### config.mk
export PLATFORM = sky130hd
export DESIGN_NAME = select_reg_stack
export DESIGN_NICKNAME = d
export VERILOG_FILES = /design/src/rtl/ctrl_pkg.sv /design/src/rtl/select_stack.sv /design/src/rtl/select_reg_stack.sv
export SDC_FILE = /design/constraint.sdc
export NUM_CORES = 1
export LEC_CHECK = 0
export CORE_ASPECT_RATIO = 0.8
export CORE_UTILIZATION = 30
export DETAILED_ROUTE_END_ITERATION = 12
export SLEW_MARGIN = 20
export SYNTH_ARGS = -nofsm -noshare
export SYNTH_HDL_FRONTEND = slang
export SYNTH_HIERARCHICAL = 1
export SYNTH_SLANG_ARGS = --single-unit
### constraint.sdc
create_clock -name clk -period 3.3 [get_ports clk]
set_input_delay 0.66 -clock clk [delete_from_list [all_inputs] [get_ports clk]]
set_output_delay 0.66 -clock clk [all_outputs]
set_load 0.01 [all_outputs]
### src/rtl/ctrl_pkg.sv
// ctrl_pkg: shared widths and load-source priority indices for the control datapath
package ctrl_pkg;
  localparam int DEF_WIDTH = 12;
  localparam int SRC_ARR   = 0;
  localparam int SRC_START = 1;
  localparam int SRC_ADDR1 = 2;
  localparam int SRC_ADDR2 = 3;
endpackage

### src/rtl/select_stack.sv
// select_stack: DEPTH x WIDTH return stack with push, pop, exchange and error pulses
module select_stack
  import ctrl_pkg::*;
#(
  parameter int WIDTH = DEF_WIDTH,
  parameter int DEPTH = 4,
  localparam int DW = $clog2(DEPTH + 1),
  localparam int AW = DEPTH > 1 ? $clog2(DEPTH) : 1
) (
  input  logic             clk,
  input  logic             resetn,
  input  logic             push,
  input  logic             pop,
  input  logic [WIDTH-1:0] din,
  output logic [WIDTH-1:0] top,
  output logic [DW-1:0]    depth,
  output logic             full,
  output logic             empty,
  output logic             ovf,
  output logic             unf
);
  logic [WIDTH-1:0] mem [DEPTH];
  logic [DW-1:0] dm1;
  logic pop_ok, exch, wr, inc, dec;
  logic [AW-1:0] waddr;
  assign full   = depth == DW'(DEPTH);
  assign empty  = depth == '0;
  assign dm1    = depth - DW'(1);
  assign top    = mem[dm1[AW-1:0]];
  assign pop_ok = pop & ~empty;
  assign exch   = push & pop_ok;
  assign wr     = push & (exch | ~full);
  assign waddr  = exch ? dm1[AW-1:0] : depth[AW-1:0];
  assign inc    = push & ~pop_ok & ~full;
  assign dec    = pop_ok & ~push;
  assign ovf    = push & full & ~pop_ok;
  assign unf    = pop & empty;
  // Entry storage: an exchange overwrites the top, a plain push fills the next free slot
  always_ff @(posedge clk) begin
    if (wr) mem[waddr] <= din;
  end
  // Occupancy counter; an exchange leaves it unchanged
  always_ff @(posedge clk or negedge resetn) begin
    if (!resetn) depth <= '0;
    else depth <= inc ? depth + DW'(1) : dec ? dm1 : depth;
  end
endmodule

### src/rtl/select_reg_stack.sv
// select_reg_stack: prioritised-load select register with signed stepping and a return stack
module select_reg_stack
  import ctrl_pkg::*;
#(
  parameter int WIDTH   = DEF_WIDTH,
  parameter int NUM_SRC = 4,
  parameter int DEPTH   = 4
) (
  input  logic                       clk,
  input  logic                       resetn,
  input  logic [NUM_SRC-1:0]         load_en,
  input  logic [NUM_SRC*WIDTH-1:0]   load_data,
  input  logic                       step_en,
  input  logic [WIDTH-1:0]           step_value,
  input  logic                       push_en,
  input  logic                       pop_en,
  input  logic                       err_clr,
  output logic [WIDTH-1:0]           reg_select_value,
  output logic [$clog2(DEPTH+1)-1:0] stack_depth,
  output logic                       stack_full,
  output logic                       stack_empty,
  output logic                       wrap,
  output logic                       err_ovf,
  output logic                       err_unf
);
  logic ld_any, pop_eff, pop_take, carry, ovf, unf;
  logic [WIDTH-1:0] ld_val, sum, top, nxt;
  // Lowest set load index wins, so scan from the top index downwards
  always_comb begin
    ld_val = '0;
    for (int i = NUM_SRC - 1; i >= 0; i--) ld_val = load_en[i] ? load_data[i*WIDTH +: WIDTH] : ld_val;
  end
  assign ld_any   = |load_en;
  assign pop_eff  = pop_en & ~ld_any;
  assign pop_take = pop_eff & ~stack_empty;
  assign {carry, sum} = {1'b0, reg_select_value} + {1'b0, step_value};
  assign nxt = ld_any ? ld_val : pop_take ? top : step_en ? sum : reg_select_value;
  select_stack #(.WIDTH(WIDTH), .DEPTH(DEPTH)) u_stack (
    .clk(clk),
    .resetn(resetn),
    .push(push_en),
    .pop(pop_eff),
    .din(reg_select_value),
    .top(top),
    .depth(stack_depth),
    .full(stack_full),
    .empty(stack_empty),
    .ovf(ovf),
    .unf(unf)
  );
  // Register, boundary-crossing pulse and sticky errors; a new error outranks err_clr
  always_ff @(posedge clk or negedge resetn) begin
    if (!resetn) begin
      reg_select_value <= '0;
      wrap             <= 1'b0;
      err_ovf          <= 1'b0;
      err_unf          <= 1'b0;
    end else begin
      reg_select_value <= nxt;
      wrap             <= ~ld_any & ~pop_take & step_en & (carry ^ step_value[WIDTH-1]);
      err_ovf          <= (err_ovf & ~err_clr) | ovf;
      err_unf          <= (err_unf & ~err_clr) | unf;
    end
  end
endmodule

==> results.toml <==
[outcome]
status = "finished clean"

[global_route]
grtUsageTotal_pct = 17.18
grt-busiest-layer = "met2"
antenna_found_initial = 0
grt_max_degree = 26
met1_usage_pct = 23.17
grt_pass1_wl_um = 16550
grtUsageMet3_pct = 4.722
met2_usage_pct = 27.05
grt_pass1_vias = 3059
grt.overflow.total = 0

[placed_design]
io_buffers = 89
dp_hpwl_um = 7685
dp.cells = 577
gp_congestion = 0.8339

[job]
cap_violations = 0

[floorplanning]
die_y_um = 102.7
die_w_um = 127.9
rows = 36
coreArea_um2 = 12250
ios = 90
initial_core_util_pct = 31.07
die_area_um2 = 13140

[cts]
clock-root-buffer = "clkbuf_16"
cts_buffers = 9
path_clk_slew_ns = 0.06
cts_resized = 0
htreeDepth = 3
clk_latency_ns = 0.34
cts_sinks = 66
postCtsHoldBufs = 0
postCtsSetupRepairBufs = 0
clock_path_buffers = 2
cts_tree = "done"

[yosys]
synth_nets = 408
seq_area_frac_synth_pct = 49.70
ys_seq_elements = 66
synth-edff-count = 48
synth_area_um2 = 3806
post-synth-top-area-cell = "edfxtp_1"
synthSimpleGateAreaFrac_pct = 11.77
synth.avg_cell_area_um2 = 11.82
synth_compound_area_share_pct = 16.73
synthMuxAreaShare_pct = 8.021
synth-main-ff-cell = "edfxtp_1"
synth_top_cell_area_share_pct = 37.87
synth_top_family_by_area = "compound AO/OA/AOI/OAI gates"
async_flop_share_pct = 27.27
synth_xor_area_share_pct = 3.222
synth_fa_ha_area_share_pct = 6.016
synth_cell_type_count = 61
synth_area_leaders = "edfxtp_1 38%, dfrtp_1 12%, ha_1 4.9%"
synthCells = 322
yosysWarningCount = 6
synth_most_common_cell = "edfxtp_1"
synth_common_cells = "48 x edfxtp_1, 24 x a21oi_1, 20 x nor2_1"

[finish]
drive_gt1_share_pct = 11.85
diodes = 0
syn_to_final_growth_pct = 37.61
fill_cells = 1174
final_cells = 593
final_nets = 503

[setup_path]
critPathRequiredTime_ns = 3.51
worst-path-buf-inv = 2
r2r_cells = 10
r2r-end = "reg_select_value[10]"
r2r_slack_ns = 0.77
cp_max_fo = 3
start_kind = "primary input"
crit_type = "in -> reg"
worst_setup_path_end_kind = "flip-flop"
r2r-start = "u_stack/depth[1]"
crit_family = "compound AO/OA/AOI/OAI gates"
path_cells = "clkdlybuf4s50_1, ha_1, inv_1, fa_1, nand2b_1, a21oi_1, o21ai_0, a32oi_1, xnor2_1, nor2_1"
slowest_stage = "clkdlybuf4s50_1"
crit_arrival_ns = 2.97
critPathMaxStageDelay_ns = 0.46

[drt]
num_vias = 3037
drc = 0
drt-wirelength-per-cell_um = 17.44
routed_via_density = 5.121
drt_iter0_markers = 251
dr.pass1.iters = 4
wl_um = 10340
ant_nets = 0

[power]
total_power_mw = 3.597
vdd_drop_max_mv = 0.3304
leakagePower_nw = 1.920
powerDensity_nw_per_um2 = 686.8

[timing]
hold_viol_final = 0
setup_violations = 0
setup_tns_ns = 0
post-route-min-period_ns = 2.755
max_freq_mhz = 363.0
fin_skew_ns = 0.006170
whs_ns = 0.2975
period_share_pct = 83.48
slew_viol_final = 0
rsz0062_at_grt = "no"
worst_pin_slew_ns = 0.6150
slew_headroom_pct = 59.00

[hold_path]
min_path_type = "in -> async"
[registers in the layout (all words and copies together) (netlist names)]
register	cells
err_unf	1
wrap	1
u_stack/mem	48
err_ovf	1
u_stack/depth	3
reg_select_value	12
[power breakdown]
group / total (mW) / internal (mW) / leakage [nW] / switching, mW
sequential: 1.19 / 1.09 / 0.664 / 0.101
combinational: 1.31 / 0.661 / 1.10 / 0.654
clock: 1.09 / 0.736 / 0.159 / 0.358
total: 3.60 / 2.48 / 1.92 / 1.11
[final cells by class]
type	count	area, µm²	share of cell area [%]
Sequential cell	66	1892	36.12
Tap cell	171	214.0	4.085
Inverter	13	48.80	0.9317
Timing Repair Buffer	104	998.5	19.06
Clock inverter	7	117.6	2.246
Clock buffer	9	225.2	4.300
Multi-Input combinational cell	223	1742	33.25
[cell usage in the layout (no fill, tap or decap), types with 3 or more instances in the layout]
master           instances
nand3_1                  4
mux4_1                   4
edfxtp_1                48
clkdlybuf4s50_1         88
a22oi_1                  9
inv_1                   12
ha_1                    15
a31oi_1                  3
a21o_1                   3
a21oi_1                 24
nand2_1                 16
nor2_1                  20
nor3_1                   9
xor2_1                   4
a221oi_1                11
nand2b_1                 7
o21ai_0                 17
mux4_2                   8
xnor2_1                 10
buf_4                   15
nor2b_1                 14
dfrtp_1                 18
clkbuf_16                9
o211ai_1                 5
bufinv_16                3
[cell families (layout without fill, tap and decap cells)]
group	Yosys count	in the layout
compound gates	93	93
simple gates	84	84
flops	66	66
buf+inv	33	133
fa+ha+maj	18	18
xor+xnor	14	14
mux	14	14
[worst max-delay path by stage]
stage	from	end	slack [ns]	depth (start not counted)
floorplan	load_en[0]	u_stack/mem[0][0]	0.55	8
global placement	step_value[0]	wrap	0.31	10
detailed placement	step_value[0]	wrap	0.30	10
CTS	u_stack/depth[1]	stack_empty	0.52	5
global route	u_stack/depth[1]	stack_empty	0.39	5
finish	step_value[0]	wrap	0.55	10
[layer usage]
layer	vias to the layer above	wire length, µm
li1	1434	-
met1	1500	4817
met2	90	4836
met3	13	552
met4	0	137
met5	-	0
[per-stage QoR]
stage	setup slack [ns]	utilization [%]	instance area [µm²]
final	0.5452	42.75	5238
after global routing	0.3906	42.75	5238
after CTS	0.5198	42.79	5243
after detailed placement	0.3046	39.99	4900
after global placement	0.3060	39.99	4900
after floorplan	0.5534	-	3806
Power figures use the tool's default switching activity.
